`config.mk`:
```
export PLATFORM = sky130hd
export DESIGN_NAME = alu_arbiter
export DESIGN_NICKNAME = d
export VERILOG_FILES = /design/src/rtl/alu_arb_pkg.sv /design/src/rtl/alu.sv /design/src/rtl/alu_rr_arb.sv /design/src/rtl/alu_arbiter.sv
export SDC_FILE = /design/constraint.sdc
export NUM_CORES = 1
export LEC_CHECK = 0
export CAP_MARGIN = 20
export CORE_MARGIN = 10
export CORE_UTILIZATION = 54
export DETAILED_ROUTE_END_ITERATION = 8
export GPL_TIMING_DRIVEN = 0
export HOLD_SLACK_MARGIN = 0.03
export PLACE_DENSITY = 0.83
export SLEW_MARGIN = 30
export SYNTH_ARGS = -nofsm -noshare
export SYNTH_HDL_FRONTEND = slang
export SYNTH_SLANG_ARGS = --single-unit
```
`constraint.sdc`:
```
create_clock -name clk -period 4 [get_ports clk]
set_clock_uncertainty 0.15 [all_clocks]
set_input_delay 0.6 -clock clk [delete_from_list [all_inputs] [get_ports clk]]
set_output_delay 0.6 -clock clk [all_outputs]
set_load 0.1 [all_outputs]
```
`src/rtl/alu_arb_pkg.sv`:
```
// Shared encodings for the two-client ALU arbiter: ALU op codes,
// arithmetic/logic select values and the controller state encoding.
package alu_arb_pkg;

    // Logic-mode op codes (arit = 0)
    localparam logic [1:0] OP_AND  = 2'b00;
    localparam logic [1:0] OP_OR   = 2'b01;
    localparam logic [1:0] OP_XOR  = 2'b10;
    localparam logic [1:0] OP_NOTA = 2'b11;

    // Arithmetic-mode op codes (arit = 1)
    localparam logic [1:0] OP_ADD  = 2'b00;
    localparam logic [1:0] OP_SUB  = 2'b01;
    localparam logic [1:0] OP_NEGA = 2'b10;
    localparam logic [1:0] OP_NEGB = 2'b11;

    localparam logic ARIT  = 1'b1;
    localparam logic LOGIC = 1'b0;

    typedef enum logic [1:0] {
        ST_IDLE = 2'd0,
        ST_EXEC = 2'd1,
        ST_RESP = 2'd2
    } arb_state_e;

endpackage

```
`src/rtl/alu.sv`:
```
// 4-bit ALU shared by the arbiter. Arithmetic carry is the carry-out of the
// adder, so SUB reports carry=1 when no borrow occurs. In logic mode the
// carry is 0 and the sign is the result MSB; callers treat both as don't-care.
module alu
    import alu_arb_pkg::*;
(
    output logic [3:0] R,
    output logic       z,
    output logic       c,
    output logic       s,
    input  logic [3:0] A,
    input  logic [3:0] B,
    input  logic [1:0] Op,
    input  logic       arit
);

    logic [4:0] sum;

    // Pure combinational result and flag generation
    always_comb begin
        sum = 5'd0;
        R   = 4'd0;
        c   = 1'b0;
        if (arit == ARIT) begin
            case (Op)
                OP_ADD:  sum = {1'b0, A} + {1'b0, B};
                OP_SUB:  sum = {1'b0, A} + {1'b0, ~B} + 5'd1;
                OP_NEGA: sum = {1'b0, ~A} + 5'd1;
                default: sum = {1'b0, ~B} + 5'd1;
            endcase
            R = sum[3:0];
            c = sum[4];
        end else begin
            case (Op)
                OP_AND:  R = A & B;
                OP_OR:   R = A | B;
                OP_XOR:  R = A ^ B;
                default: R = ~A;
            endcase
        end
        z = (R == 4'd0);
        s = R[3];
    end

endmodule

```
`src/rtl/alu_rr_arb.sv`:
```
// Two-way grant logic for the ALU arbiter.
// Default build: round robin; when both clients request, the one not granted
// last wins. The last-grant register resets to 1 so client 0 wins first.
// With ALU_ARB_FIXED_PRIO_EN defined, client 0 always wins a tie and the
// last-grant register does not exist.
module alu_rr_arb (
    input  logic clk,
    input  logic reset,
    input  logic valid0,
    input  logic valid1,
    input  logic accept,
    output logic grant0,
    output logic grant1
);

`ifdef ALU_ARB_FIXED_PRIO_EN

    logic unused_fixed_prio;
    assign unused_fixed_prio = ^{clk, reset, accept};

    // Client 0 has absolute priority
    always_comb begin
        grant0 = valid0;
        grant1 = valid1 & ~valid0;
    end

`else

    logic last_grant_q;
    logic last_grant_d;

    // Grant selection and last-grant update on acceptance
    always_comb begin
        if (valid0 && valid1) begin
            grant0 = last_grant_q;
            grant1 = ~last_grant_q;
        end else begin
            grant0 = valid0;
            grant1 = valid1;
        end
        last_grant_d = last_grant_q;
        if (accept) begin
            last_grant_d = grant1;
        end
    end

    // Last-grant register
    always_ff @(posedge clk) begin
        if (reset) begin
            last_grant_q <= 1'b1;
        end else begin
            last_grant_q <= last_grant_d;
        end
    end

`endif

endmodule

```
`src/rtl/alu_arbiter.sv`:
```
// Shares one 4-bit ALU between two requesters. A request is accepted in IDLE,
// its operands are latched, the ALU runs in EXEC and the registered result is
// held on the response channel in RESP until the consumer takes it.
// Optional macro ALU_ARB_FIXED_PRIO_EN selects fixed priority (client 0 wins).
module alu_arbiter
    import alu_arb_pkg::*;
#(
    parameter int CNT_W = 8
) (
    input  logic             clk,
    input  logic             reset,
    input  logic             req0_valid,
    input  logic [1:0]       req0_op,
    input  logic             req0_arit,
    input  logic [3:0]       req0_a,
    input  logic [3:0]       req0_b,
    output logic             req0_ack,
    input  logic             req1_valid,
    input  logic [1:0]       req1_op,
    input  logic             req1_arit,
    input  logic [3:0]       req1_a,
    input  logic [3:0]       req1_b,
    output logic             req1_ack,
    output logic             rsp_valid,
    input  logic             rsp_ready,
    output logic             rsp_id,
    output logic [3:0]       rsp_r,
    output logic             rsp_z,
    output logic             rsp_c,
    output logic             rsp_s,
    output logic [CNT_W-1:0] cnt0,
    output logic [CNT_W-1:0] cnt1
);

    arb_state_e       state_q, state_d;
    logic [1:0]       op_q, op_d;
    logic             arit_q, arit_d;
    logic [3:0]       a_q, a_d;
    logic [3:0]       b_q, b_d;
    logic             id_q, id_d;
    logic             rsp_valid_q, rsp_valid_d;
    logic             rsp_id_q, rsp_id_d;
    logic [3:0]       rsp_r_q, rsp_r_d;
    logic             rsp_z_q, rsp_z_d;
    logic             rsp_c_q, rsp_c_d;
    logic             rsp_s_q, rsp_s_d;
    logic [CNT_W-1:0] cnt0_q, cnt0_d;
    logic [CNT_W-1:0] cnt1_q, cnt1_d;

    logic       grant0, grant1, accept;
    logic [3:0] alu_r;
    logic       alu_z, alu_c, alu_s;

    alu_rr_arb u_arb (
        .clk    (clk),
        .reset  (reset),
        .valid0 (req0_valid),
        .valid1 (req1_valid),
        .accept (accept),
        .grant0 (grant0),
        .grant1 (grant1)
    );

    alu u_alu (alu_r, alu_z, alu_c, alu_s, a_q, b_q, op_q, arit_q);

    // Acks are only offered in IDLE and never while reset is asserted
    always_comb begin
        req0_ack = req0_valid & grant0 & (state_q == ST_IDLE) & ~reset;
        req1_ack = req1_valid & grant1 & (state_q == ST_IDLE) & ~reset;
    end

    // Next-state, operand latch, response and counter logic
    always_comb begin
        state_d     = state_q;
        op_d        = op_q;
        arit_d      = arit_q;
        a_d         = a_q;
        b_d         = b_q;
        id_d        = id_q;
        rsp_valid_d = rsp_valid_q;
        rsp_id_d    = rsp_id_q;
        rsp_r_d     = rsp_r_q;
        rsp_z_d     = rsp_z_q;
        rsp_c_d     = rsp_c_q;
        rsp_s_d     = rsp_s_q;
        cnt0_d      = cnt0_q;
        cnt1_d      = cnt1_q;
        accept      = 1'b0;
        case (state_q)
            ST_IDLE: begin
                if (req0_valid || req1_valid) begin
                    accept  = 1'b1;
                    state_d = ST_EXEC;
                    if (grant0) begin
                        op_d   = req0_op;
                        arit_d = req0_arit;
                        a_d    = req0_a;
                        b_d    = req0_b;
                        id_d   = 1'b0;
                    end else begin
                        op_d   = req1_op;
                        arit_d = req1_arit;
                        a_d    = req1_a;
                        b_d    = req1_b;
                        id_d   = 1'b1;
                    end
                end
            end
            ST_EXEC: begin
                // Logic-mode carry/sign from the ALU are meaningless; report 0
                rsp_valid_d = 1'b1;
                rsp_id_d    = id_q;
                rsp_r_d     = alu_r;
                rsp_z_d     = alu_z;
                rsp_c_d     = (arit_q == ARIT) ? alu_c : 1'b0;
                rsp_s_d     = (arit_q == ARIT) ? alu_s : 1'b0;
                state_d     = ST_RESP;
            end
            ST_RESP: begin
                if (rsp_ready) begin
                    rsp_valid_d = 1'b0;
                    state_d     = ST_IDLE;
                    if (rsp_id_q) begin
                        cnt1_d = cnt1_q + CNT_W'(1);
                    end else begin
                        cnt0_d = cnt0_q + CNT_W'(1);
                    end
                end
            end
            default: state_d = ST_IDLE;
        endcase
    end

    // State and datapath registers with synchronous reset
    always_ff @(posedge clk) begin
        if (reset) begin
            state_q     <= ST_IDLE;
            op_q        <= 2'd0;
            arit_q      <= 1'b0;
            a_q         <= 4'd0;
            b_q         <= 4'd0;
            id_q        <= 1'b0;
            rsp_valid_q <= 1'b0;
            rsp_id_q    <= 1'b0;
            rsp_r_q     <= 4'd0;
            rsp_z_q     <= 1'b0;
            rsp_c_q     <= 1'b0;
            rsp_s_q     <= 1'b0;
            cnt0_q      <= '0;
            cnt1_q      <= '0;
        end else begin
            state_q     <= state_d;
            op_q        <= op_d;
            arit_q      <= arit_d;
            a_q         <= a_d;
            b_q         <= b_d;
            id_q        <= id_d;
            rsp_valid_q <= rsp_valid_d;
            rsp_id_q    <= rsp_id_d;
            rsp_r_q     <= rsp_r_d;
            rsp_z_q     <= rsp_z_d;
            rsp_c_q     <= rsp_c_d;
            rsp_s_q     <= rsp_s_d;
            cnt0_q      <= cnt0_d;
            cnt1_q      <= cnt1_d;
        end
    end

    assign rsp_valid = rsp_valid_q;
    assign rsp_id    = rsp_id_q;
    assign rsp_r     = rsp_r_q;
    assign rsp_z     = rsp_z_q;
    assign rsp_c     = rsp_c_q;
    assign rsp_s     = rsp_s_q;
    assign cnt0      = cnt0_q;
    assign cnt1      = cnt1_q;

endmodule

```
# Word level (Yosys, flattened, before mapping)
# Cells that the tools add are included.
# word_totals
regBits	40
input_bits	27
out_inout_bits	27
word_cells	72
# classes
addsub	7
eq_ne	6
n_mux	19
bitwise	14
n_reduce_logical	11
# op_table
operator	n
adder 8 x 1 -> 8 bit, second input constant	2
one-hot mux 5 bit (3 select lines)	1
2-to-1 mux 4 bit	3
one-hot mux 4 bit (3 select lines)	1
adder 4 x 1 -> 5 bit, second input constant	2
adder 4 x 4 -> 5 bit	2
2-to-1 mux 1 bit	9
inverter 4 bit	2
AND 1 bit	6
2-to-1 mux 2 bit	3
one-hot mux 2 bit (3 select lines)	1
AND reduction 2 bit	3
AND reduction 3 bit	2
adder 5 x 1 -> 5 bit, second input constant	1
AND 4 bit	1
== test 2 x 1 -> 1 bit, second input constant	2
== test 2 bit, second input constant	2
zero test 2 bit	2
zero test 4 bit	1
bitwise OR 4 bit	1
bitwise XOR 4 bit	1
inverter 1 bit	3
inequality test 2 x 1 -> 1 bit, second input constant	1
inequality test 2 bit, second input constant	1
other kinds (4)	4

# Longest topological paths before layout
# Gate-level depths: netlist of the first run.
# logic_depth
ltp_word	6
depth_mapped	10
mapped_depth_nobuf	9

# Hierarchy
# Synthesis of the first run repeated with hierarchy kept, for this count alone.
# hier_totals
hier_cells	300
area_unflattened_um2	2555.0
# modules_own_cells
mod	n_inst	cells_per_inst	area_per_inst_um2	seq_area_each_um2
alu_arbiter	1	192	1715.4	780.7
alu	1	102	785.8	0.0
alu_rr_arb	1	6	53.8	20.0

# Worst setup path after synthesis of the first run
# No wires, ideal clock.
# synth_timing
path_type	input port to output port
startpoint	input reset
endpoint	output req0_ack
arrival_time_ns	3.817
required_time_ns	3.250
path_slack_ns	-0.567
cell_stages	3
path_buffers	2
path_cell_list	clkbuf_1 -> clkbuf_1 -> nor4_1
# synth_between
elab_chain_len	2
# synth_rtl
element	line_no	text
from (decl)	alu_arbiter.sv:11	input logic reset,
inverter 1 bit	alu_arbiter.sv:68	req0_ack = req0_valid & grant0 & (state_q == ST_IDLE) & ~reset;
AND 1 bit	alu_arbiter.sv:68	
to (decl)	alu_arbiter.sv:17	output logic req0_ack,
# No other way between the ends.

# Final worst setup path of the first run
# layout_timing
startpoint	input req0_valid
endpoint	output req0_ack
# layout_between
elab_chain_len	5
# layout_rtl
element	line_no	text
from (decl)	alu_arbiter.sv:12	input logic req0_valid,
logical AND 1 bit	alu_rr_arb.sv:34	if (valid0 && valid1) begin
2-to-1 mux 1 bit	alu_rr_arb.sv:34	
AND 1 bit (*) (3 in series)	alu_arbiter.sv:68	
# Mark *: on every way between the ends. The rest lies on a longest branch, timed or not.

==> reports/metrics.yaml, run 1 <==
cts_tree: "yes"
max_cap_violations: 0
finalWirelength_mm: 5.81
synth-edff-count: 0
leakage_nw: 1.25
cts_resized: 0
syn-num-nets: 323
fill_cells: 338
grt_pass1_vias: 2046
synthFlopType: "dfxtp_1"
worst-setup-path-type: "in -> out"
max_freq_mhz: 277
grt_pass1_wl_mm: 9.40
worst_setup_path_end_kind: "output pin"
dp_hpwl_mm: 4.46
yosys.area.top_type: "dfxtp_1"
nets: 382
worst_pin_slew_ns: 0.991
die_x_um: 87.0
wl_met3_um: 413
highest_layer: "met4"
wl_met1_mm: 2.58
numCtsBuffers: 5
cts.sinks: 40
clk_latency_ns: 0.30
async_flop_share_pct: 0
post-cts-setup-buffers: 0
ys_types: 48
std_cell_rows: 24
synth_area_sq_um: 2420
setup_ws_ns: 0.394
path_max_fanout: 10
postCtsHoldBufs: 0
synthCells: 279
syn_area_per_cell_sq_um: 8.68
grt_max_degree: 14
start_util_pct: 55.6
die_area_sq_um: 7560
antenna_found_initial: 0
seq_area_sq_um: 801
grt.overflow.total: 0
p_per_area_nw_per_um2: 378
netlist.area_leader.share_pct: 33.1
post-route-cell-area_sq_um: 3130
drc: 0
antenna_cells: 0
io-pin-count: 54
slew_violations: 0
vias: 2154
ir_worst_vdd_v: 0.000218
place_area_sq_um: 3010
setup_tns_ns: 0
drive_above_1_share_pct: 7.96
cts_root_buffer: "clkbuf_8"
htreeDepth: 2
setup_viol: 0
synth_seq_cells: 40
multiInputGateArea_sq_um: 1490
dr.pass1.iters: 4
place.gp.congestion: 0.892
cp.arrival_ns: 2.86
yosysSeqAreaShare_pct: 33.1
met2WireLength_mm: 2.76
syn2layout_area_growth_pct: 29.5
status: "complete, no violations"
hold_viol: 0
critPathLaunchType: "input pin"
required_ns: 3.25
drt-vias-per-instance: 5.51
grt_setup_unrepaired: "no"
clockBufferDepth: 2
pre_cts_slack_ns: 0.388
ant_nets: 0
io_buffers: 52
hp-class: "reg -> reg"
fin_crit_sh_pct: 90.2
routedWlPerCell_um: 14.9
core-area_sq_um: 4350
drtIter0Drc: 140
ys_warn_count: 0
die_y_um: 87.0
min_period_ns: 3.61
relSlewSlack_pct: 33.7
synthTopCellsByArea: "dfxtp_1 33%, mux2i_1 8.3%, ha_1 7.8%"
grt_usage_pct: 15.1
clkTransAtPathRegs_ns: 0.09
-- power by group --
part	internal (W)	switching, W	total (W)
logic	0.000146	0.000231	0.000376
registers	0.000424	0.0000299	0.000454
clock network	0.000204	0.000151	0.000355
-- per-stage QoR --
step	hold WS, ns	power, W	cells	utilization (%)
detailed placement	0.300	0.000837	383	69.2
floorplan	0.282	0.000737	279	-
CTS	0.312	0.00119	391	72.0
global route	0.340	0.00125	391	72.0
finish	0.312	0.00119	391	72.0
global placement	0.294	0.000826	383	69.2
-- kinds of logic (layout without fill, tap and decap cells) --
group,count (synthesis),after routing,synth area share [%]
DFF,40,40,33.1
and+or+nand+nor,106,106,22.0
muxes,22,22,10.1
buffers and inverters,33,93,5.68
AOI/OAI and AO/OA,47,47,14.7
adders and majority gates,17,17,9.41
xor gates and xnor gates,14,14,5.06
-- state kept, by name, indices dropped and copies added (netlist names), 2 cells and up --
name / cells
b_q: 4
state_q: 2
op_q: 2
cnt1: 8
rsp_r: 4
cnt0: 8
a_q: 4
-- layout by cell type, fill, tap and decap left out, types with 2 or more instances in the layout --
cell type / n
nor2_1: 49
o21a_1: 2
nor4_1: 2
o21ai_0: 5
and4b_1: 2
xnor2_1: 4
and4_1: 3
a211oi_1: 13
and3_1: 4
clkbuf_8: 6
clkdlybuf4s50_1: 52
buf_2: 7
ha_1: 15
mux2i_1: 20
nor2b_1: 5
nand2_1: 12
clkbuf_1: 8
a21oi_1: 10
fa_1: 2
xor2_1: 10
nand3_1: 8
dfxtp_1: 40
nand4_1: 5
mux4_2: 2
o31a_1: 2
inv_1: 15
nor3_1: 3
a31oi_1: 3
a2111oi_0: 2
nand3b_1: 5
-- metal layers --
metal / track usage [%] / vias to the layer above
li1: - / 1099
met1: 17.9 / 987
met2: 25.2 / 63
met3: 4.68 / 5
met4: 4.71 / 0
met5: 0 / -
-- cell usage after synthesis, types with 2 or more instances --
cell type,number
xor2_1,10
nor3_1,3
and4b_1,2
a211oi_1,13
nand2_1,12
o21ai_0,5
nand3_1,8
nand3b_1,5
nand4_1,5
o31a_1,2
o21a_1,2
buf_2,7
mux4_2,2
nor2b_1,5
a31oi_1,3
inv_1,15
nor2_1,49
fa_1,2
nor4_1,3
and4_1,3
and3_1,4
mux2i_1,20
clkbuf_1,8
a21oi_1,10
a2111oi_0,2
ha_1,15
xnor2_1,4
dfxtp_1,40
-- layout make-up --
class | count | area share (%)
multi-input combinational | 206 | 47.5
sequential | 40 | 25.5
timing repair buffer | 52 | 16.6
clock buffer | 6 | 2.63
buffer | 18 | 2.59
tap | 52 | 2.08
inverter | 15 | 1.80
clock inverter | 2 | 1.24
-- critical path, cell delays in order --
cell	delay (ns)
clkdlybuf4s50_1	0.52
o21ai_1	0.14
buf_2	0.24
nor4_2	0.17
clkdlybuf4s50_1	1.18
-- path summary, 6_finish.rpt --
check | slack (ns) | startpoint | endpoint | cells after the start
worst max-delay path | 0.39 | req0_valid | req0_ack | 5
worst min-delay path | 0.31 | id_q | rsp_id | 2
worst max register to register | 1.41 | a_q[1] | rsp_r[3] | 7
worst min register to register | 0.31 | id_q | rsp_id | 2
No activity file was read; power rests on OpenSTA's default activity.
==> inputs of run 2 (changes only) <==
Settings changed: ABC_AREA from default to 0.
==> results of run 2 <==
Final layout, timing and power as in run 1 (identical DEF).
